<file path="config.mk">
export PLATFORM = sky130hd
export DESIGN_NAME = alu_issue_wb
export DESIGN_NICKNAME = d
export VERILOG_FILES = /design/src/rtl/alu_issue_wb.sv
export SDC_FILE = /design/constraint.sdc
export NUM_CORES = 1
export LEC_CHECK = 0
export ABC_AREA = 1
export CAP_MARGIN = 20
export CORE_MARGIN = 2
export CORE_UTILIZATION = 51
export DETAILED_ROUTE_END_ITERATION = 16
export PLACE_DENSITY = 0.82
export SLEW_MARGIN = 25
export SYNTH_ARGS = -nofsm -noshare
export SYNTH_HDL_FRONTEND = slang
export SYNTH_SLANG_ARGS = --single-unit
export TNS_END_PERCENT = 5
</file>
<file path="constraint.sdc">
create_clock -name clk -period 6.7 [get_ports clk]
set_input_delay 2.01 -clock clk [delete_from_list [all_inputs] [get_ports clk]]
set_output_delay 2.01 -clock clk [all_outputs]
set_load 0.01 [all_outputs]
</file>
<file path="src/rtl/alu_issue_wb.sv">
// Operand-issue / write-back stage wrapped around a 16-bit combinational ALU.
// It holds an 8-entry register file, forwards one result level, suppresses divide-by-zero and supports a global hold.
module alu_issue_wb #(
   parameter int DATA_W = 16,
   parameter int NREG   = 8,
   parameter int AW     = 3
) (
   input  logic              clk,
   input  logic              rst,
   input  logic              instr_valid,
   output logic              instr_ready,
   input  logic [3:0]        op,
   input  logic [AW-1:0]     rd,
   input  logic [AW-1:0]     rs1,
   input  logic [AW-1:0]     rs2,
   input  logic [DATA_W-1:0] imm,
   input  logic              hold,
   output logic [DATA_W-1:0] alu_a,
   output logic [DATA_W-1:0] alu_b,
   output logic [3:0]        alu_sel,
   input  logic [DATA_W-1:0] alu_result,
   output logic              wb_valid,
   output logic [AW-1:0]     wb_addr,
   output logic [DATA_W-1:0] wb_data,
   output logic              err_div0,
   input  logic [AW-1:0]     dbg_addr,
   output logic [DATA_W-1:0] dbg_data
);

   localparam logic [3:0] OP_LI   = 4'b0000;
   localparam logic [3:0] OP_PASS = 4'b0001;
   localparam logic [3:0] OP_DIV  = 4'b0111;

   logic [DATA_W-1:0] regs_q [NREG];
   logic [DATA_W-1:0] regs_d [NREG];

   logic [DATA_W-1:0] alu_a_q, alu_a_d;
   logic [DATA_W-1:0] alu_b_q, alu_b_d;
   logic [3:0]        alu_sel_q, alu_sel_d;
   logic              ex_valid_q, ex_valid_d;
   logic              ex_div0_q, ex_div0_d;
   logic [AW-1:0]     ex_rd_q, ex_rd_d;
   logic              wb_valid_q, wb_valid_d;
   logic [AW-1:0]     wb_addr_q, wb_addr_d;
   logic [DATA_W-1:0] wb_data_q, wb_data_d;
   logic              err_div0_q, err_div0_d;

   logic              accept;
   logic              wb_fire;
   logic [NREG-1:0]   wr_sel;
   logic [DATA_W-1:0] fwd_a;
   logic [DATA_W-1:0] fwd_b;

   assign instr_ready = ~hold;
   assign accept      = instr_valid & ~hold;
   assign wb_fire     = ex_valid_q & ~ex_div0_q & ~hold;

   // One-hot write decode; register 0 is never enabled so it stays zero.
   generate
      for (genvar gi = 0; gi < NREG; gi++) begin : g_wr_sel
         if (gi == 0) begin : g_zero
            assign wr_sel[gi] = 1'b0;
         end else begin : g_reg
            assign wr_sel[gi] = wb_fire & (ex_rd_q == AW'(gi));
         end
      end
   endgenerate

   // The in-flight result is the only value the register file does not yet hold.
   always_comb begin
      fwd_a = regs_q[rs1];
      if (rs1 == '0) begin
         fwd_a = '0;
      end else if (ex_valid_q && !ex_div0_q && (ex_rd_q == rs1)) begin
         fwd_a = alu_result;
      end
   end

   always_comb begin
      fwd_b = regs_q[rs2];
      if (rs2 == '0) begin
         fwd_b = '0;
      end else if (ex_valid_q && !ex_div0_q && (ex_rd_q == rs2)) begin
         fwd_b = alu_result;
      end
   end

   always_comb begin
      for (int i = 0; i < NREG; i++) begin
         regs_d[i] = wr_sel[i] ? alu_result : regs_q[i];
      end
   end

   always_comb begin
      alu_a_d    = alu_a_q;
      alu_b_d    = alu_b_q;
      alu_sel_d  = alu_sel_q;
      ex_valid_d = ex_valid_q;
      ex_div0_d  = ex_div0_q;
      ex_rd_d    = ex_rd_q;
      wb_valid_d = 1'b0;
      wb_addr_d  = wb_addr_q;
      wb_data_d  = wb_data_q;
      err_div0_d = 1'b0;

      if (!hold) begin
         if (accept) begin
            ex_valid_d = 1'b1;
            ex_rd_d    = rd;
            if (op == OP_LI) begin
               alu_a_d   = imm;
               alu_b_d   = '0;
               alu_sel_d = OP_PASS;
               ex_div0_d = 1'b0;
            end else begin
               alu_a_d   = fwd_a;
               alu_b_d   = fwd_b;
               alu_sel_d = op;
               ex_div0_d = (op == OP_DIV) && (fwd_b == '0);
            end
         end else begin
            ex_valid_d = 1'b0;
            ex_div0_d  = 1'b0;
         end

         if (ex_valid_q) begin
            wb_addr_d = ex_rd_q;
            if (ex_div0_q) begin
               err_div0_d = 1'b1;
            end else begin
               wb_valid_d = 1'b1;
               wb_data_d  = alu_result;
            end
         end
      end
   end

   always_ff @(posedge clk or posedge rst) begin
      if (rst) begin
         for (int i = 0; i < NREG; i++) begin
            regs_q[i] <= '0;
         end
      end else begin
         for (int i = 0; i < NREG; i++) begin
            regs_q[i] <= regs_d[i];
         end
      end
   end

   always_ff @(posedge clk or posedge rst) begin
      if (rst) begin
         alu_a_q    <= '0;
         alu_b_q    <= '0;
         alu_sel_q  <= OP_PASS;
         ex_valid_q <= 1'b0;
         ex_div0_q  <= 1'b0;
         ex_rd_q    <= '0;
         wb_valid_q <= 1'b0;
         wb_addr_q  <= '0;
         wb_data_q  <= '0;
         err_div0_q <= 1'b0;
      end else begin
         alu_a_q    <= alu_a_d;
         alu_b_q    <= alu_b_d;
         alu_sel_q  <= alu_sel_d;
         ex_valid_q <= ex_valid_d;
         ex_div0_q  <= ex_div0_d;
         ex_rd_q    <= ex_rd_d;
         wb_valid_q <= wb_valid_d;
         wb_addr_q  <= wb_addr_d;
         wb_data_q  <= wb_data_d;
         err_div0_q <= err_div0_d;
      end
   end

   assign alu_a    = alu_a_q;
   assign alu_b    = alu_b_q;
   assign alu_sel  = alu_sel_q;
   assign wb_valid = wb_valid_q;
   assign wb_addr  = wb_addr_q;
   assign wb_data  = wb_data_q;
   assign err_div0 = err_div0_q;
   assign dbg_data = regs_q[dbg_addr];

endmodule

</file>
[Word-level counts from Yosys, hierarchy flattened]
Cells that the tools add are included.
Storage, ports and cells
  register bits: 174
  latch bits: 0
  memory bits (writable): 0
  bits in read-only memories: 0
  bits of input ports: 52
  memories: 0
Cells by class
  $add $sub $neg: 0
  multiply operators: 0
  divide/modulo/power cells: 0
  magnitude comparators: 3
  equality and inequality tests: 10
  shift operators: 0
  mux-type cells: 25
  bitwise operators: 15
  reductions and logical operators: 12
Operators by type and width (number)
  $mux 16: 12
  $bmux 16 s3: 3
  $logic_not 16->1: 1
  $eq 3x3->1 const B: 4
  $ge 4x4->1 const B: 3
  $not 3->4: 3
  $and 1x1->1: 10
  $mux 1: 9
  $eq 3x2->1 const B: 2
  $eq 3x3->1: 2
  $logic_not 3->1: 2
  $eq 4x3->1 const B: 1
  $logic_and 1x1->1: 4
  $logic_not 4->1: 1
  $mux 4: 1
  $reduce_and 2->1: 2
  $eq 3x1->1 const B: 1
  $reduce_and 3->1: 1
  $not 1->1: 2
  $logic_not 1->1: 1

[Logic depth before layout (Yosys ltp)]
  depth after elaboration: 10
  gate-level depth with buffers: 15

[Worst setup path before layout]
Ideal clock, no wire load.
  path type: input-to-output
  start point: input port dbg_addr[0]
  end point: output port dbg_data[6]
  arrival time: 2999 ps
  slack: 1691 ps
  stages: 6
  buffers on the path: 2
  cells stage by stage: clkbuf_1 buf_1 nor2_1 nor2_1 o21ai_0 a32oi_1
On the way
  cells in the longest elaborated chain, start to end: 4
RTL lines
  start: declaration: RTL line 26  | input logic [AW-1:0] dbg_addr,
  $not 3->4 (implied by the code): RTL line 183  | assign dbg_data = regs_q[dbg_addr];
  $bmux 16 s3: RTL line 183
  $mux 16 (implied by the code) (2 in a row): RTL line 183
  end: declaration: RTL line 27  | output logic [DATA_W-1:0] dbg_data
No other way between the ends. The select of a mux whose other input is x is not followed.

[Final worst setup path]
  start point: input port dbg_addr[1]
  end point: output port dbg_data[10]
Same word-level chain as after synthesis.

==> reports/metrics.csv <==
stage;metric;value;unit
yosys;yosysUniqueCellTypes;30;
global_route;grt_pass1_wl;53.52;mm
cells_and_area;finalNonFillerCells;1772;
cts;postCtsSetupBuffers;0;
sta;fin_ws;382.0;ps
floorplan;ioPinCount;126;
setup_path;cp.buffers_inverters;4;
sta;skew;8.105;ps
setup_path;cpPeakStageDelay;610;ps
floorplan;row_count;51;
yosys;ys_warn_count;0;
setup_path;crit_path_max_fanout;19;
setup_path;worst-endpoint-required;4690;ps
place;post-place-ws;450.5;ps
cells_and_area;syn_to_final_growth;20.42;%
global_route;antenna_found_initial;0;
sta;period_needed;6318;ps
cts;postCtsHoldBufs;0;
outcome;outcome;complete, no violations;
sta;hold_violations;0;
global_route;grt_max_degree;123;
worst_hold_path;worstHoldStart;alu_sel[1];
yosys;synth_top_area_cell;dfrtp_1;
cts;clk_latency;440;ps
setup_path;cp-end-kind;output pin;
drt;via_count;10693;
setup_path;r2r-start;ex_rd_q[1];
flow_run;cap_violations;0;
yosys;ys_ff_latch;174;
floorplan;die_height;144.0;microns
sta;relSlewSlack;40.26;%
setup_path;cpLargestDelayFamily;buffers and inverters;
yosys;ys.flop_type;dfrtp_1;
cells_and_area;fillCellCount;1707;
worst_hold_path;holdPathStages;2;
yosys;synth_most_common_cell;nand2_1;
yosys;synth_top_family_by_area;compound AO/OA/AOI/OAI gates;
setup_path;start_kind;input pin;
sta;fmax;158.3;MHz
setup_path;crit_top_cell;clkdlybuf4s50_1;
drt;vias_per_cell;6.034;
drt;ant_nets;0;
cts;cts.sinks;174;
setup_path;worst-r2r-setup-slack;4120;ps
yosys;ys_seq_area_share;43.59;%
yosys;synthTopCellsByArea;dfrtp_1, nand2_1, o21ai_0, nand3_1, a21oi_1;
cts;ctsHtreeMaxLevel;4;
floorplan;die-area;0.02073;sq mm
worst_hold_path;hold_path_end;alu_sel[1];
floorplan;initial_core_util;51.68;%
drt;dr.pass1.iters;8;
yosys;synthCells;1425;
yosys;synthArstFlopShare;100.0;%
setup_path;r2r_end;ex_div0_q;
yosys;synth_area;0.009992;sq mm
cts;cts_resized;0;
setup_path;worstRegToRegCells;11;
setup_path;arrival;4310;ps
cts;cts_tree;done;
yosys;synth_xor_area_share;0.08765;%
place;io_buffers;125;
drt;drt_iter0_drc;1662;
drt;wire_per_inst;19.39;microns
sta;timing.final.crit_share;94.30;%
worst_hold_path;hold_path_class;reg -> reg;
drt;drc;0;
global_route;grtUsageTotal;33.73;%
pwr;p_per_area;330.8;mW/mm^2
setup_path;critPathLaunch;dbg_addr[1];
yosys;syn_avg_cell_area;7.012;sq um
sta;setup_viol;0;
cells_and_area;layout-drive-gt1-share;5.445;%
setup_path;crit_chain;clkdlybuf4s50_1 > inv_1 > buf_4 > nand2_1 > o21ai_0 > nor2_1 > a31oi_1 > clkdlybuf4s50_1;
yosys;synthSimpleGateAreaFrac;23.27;%
setup_path;crit_cells;8;
yosys;synth.area.mux_share;0;%
pwr;vdd_drop_max;0.0001980;V
yosys;netlist.area_leader.share;43.33;%
yosys;synth_compound_area_share;24.38;%
cts;cts-buffers-inserted;17;
pwr;p_leak;5.437;nW
place;routabilityCongestion;1.008;
cts;root_buffer;clkbuf_16;
cts;clk_path_buf_depth;2;
sta;worstMarginPinSlew;893.9;ps
cts;clkTransAtPathRegs;70;ps
cells_and_area;layout.nets;1545;
yosys;synthTopCellsByCount;nand2_1, o21ai_0, dfrtp_1, inv_1, nand3_1;
sta;hold-worst-slack;481.8;ps
floorplan;fp.coreArea;0.01933;sq mm
yosys;synth_fa_ha_area_share;0;%
floorplan;die_x;144.0;microns
setup_path;cp_slowest_cell;clkdlybuf4s50_1;
global_route;grt_overflow_total;0;
global_route;grt_pass1_vias;9695;
place;dp_hpwl;21.84;mm
yosys;synth_enable_flop_cells;0;
setup_path;critical_path_class;in -> out;
sta;fin_setup_tns;0;ps
sta;slew_viol_final;0;
place;dpl.cell_count;1739;
yosys;syn_nets;1477;
sta;rsz0062_at_grt;false;
drt;routed_wl;34.37;mm
[layer usage]
layer | wire length, microns | up-vias | part of all wire, % | GRT usage [%]
li1 | - | 4859 | - | -
met1 | 13270 | 4857 | 39 | 45.93
met2 | 14770 | 826 | 43 | 50.90
met3 | 4437 | 151 | 13 | 7.616
met4 | 1885 | 0 | 5.5 | 16.72
met5 | 0 | - | 0 | 0
[placed cells by master, fill, tap and decap left out, drive strengths merged]
master,synthesis,layout
a21boi,1,1
a21oi,92,92
a22oi,1,1
a31oi,36,36
a32oi,8,8
buf,31,28
bufinv,0,5
clkbuf,70,20
clkdlybuf4s50,0,122
clkinv,3,6
clkinvlp,0,4
dfrtp,173,173
dfstp,1,1
diode,0,1
inv,116,116
nand2,415,415
nand3,94,94
nand4,2,2
nor2,64,64
nor3,3,3
o211ai,21,21
o21a,16,16
o21ai,274,274
o21bai,1,1
o22a,1,1
or2,1,1
xor2,1,1
[worst max path at each step]
stage	endpoint
6_report	dbg_data[10]
5_1_grt	dbg_data[9]
4_1_cts	dbg_data[10]
3_5_place_dp	dbg_data[10]
3_3_place_gp	dbg_data[10]
2_1_floorplan	dbg_data[6]
[stage by stage]
stage	area [sq um]	total power (W)	utilization, %
6_report	12030	0.003980	62.23
5_1_grt	12030	0.004212	62.22
4_1_cts	12030	0.003948	62.20
3_5_place_dp	11350	0.002813	58.71
3_3_place_gp	11340	0.002774	58.67
2_1_floorplan	9996	0.002330	-
[power breakdown]
part           total [W]  internal [W]  switching, W
logic            0.00119      0.000489      0.000702
registers        0.00166       0.00138      0.000280
clock network    0.00113      0.000695      0.000437
[worst register-to-register path: stages, from the launching register on]
cell	delay, ps
dfrtp_1	450
inv_1	160
nand2_1	90
nand2_1	60
nor2_2	460
nand2_2	430
nand3_1	360
nand2_1	160
nand3_1	120
nor2_1	60
nand4_1	80
nand2_1	60
[cell type report]
type	instances	area [sq um]	area share, %
timing repair buffer	150	1436	11.94
antenna	1	2.502	0.02080
multi-input combinational	1031	4782	39.74
inverter	119	450.4	3.743
sequential	174	4355	36.20
tap	265	331.6	2.756
clock buffer	20	466.7	3.879
clock inverter	12	207.7	1.726
[logic make-up (layout without fill, tap and decap cells)]
group / count (synthesis) / after routing
DFF: 174 / 174
AOI/OAI and AO/OA: 451 / 451
other: 0 / 1
xor gates and xnor gates: 1 / 1
buffers and inverters: 220 / 301
and+or+nand+nor: 579 / 579
[sequential cells by signal, indices dropped and copies added, names as in the netlist, 3 cells and up]
| register | flops |
|---|---|
| regs_q | 112 |
| alu_a | 16 |
| alu_b | 16 |
| wb_data | 16 |
| alu_sel | 4 |
| ex_rd_q | 3 |
| wb_addr | 3 |
No activity file was read; power rests on OpenSTA's default activity.
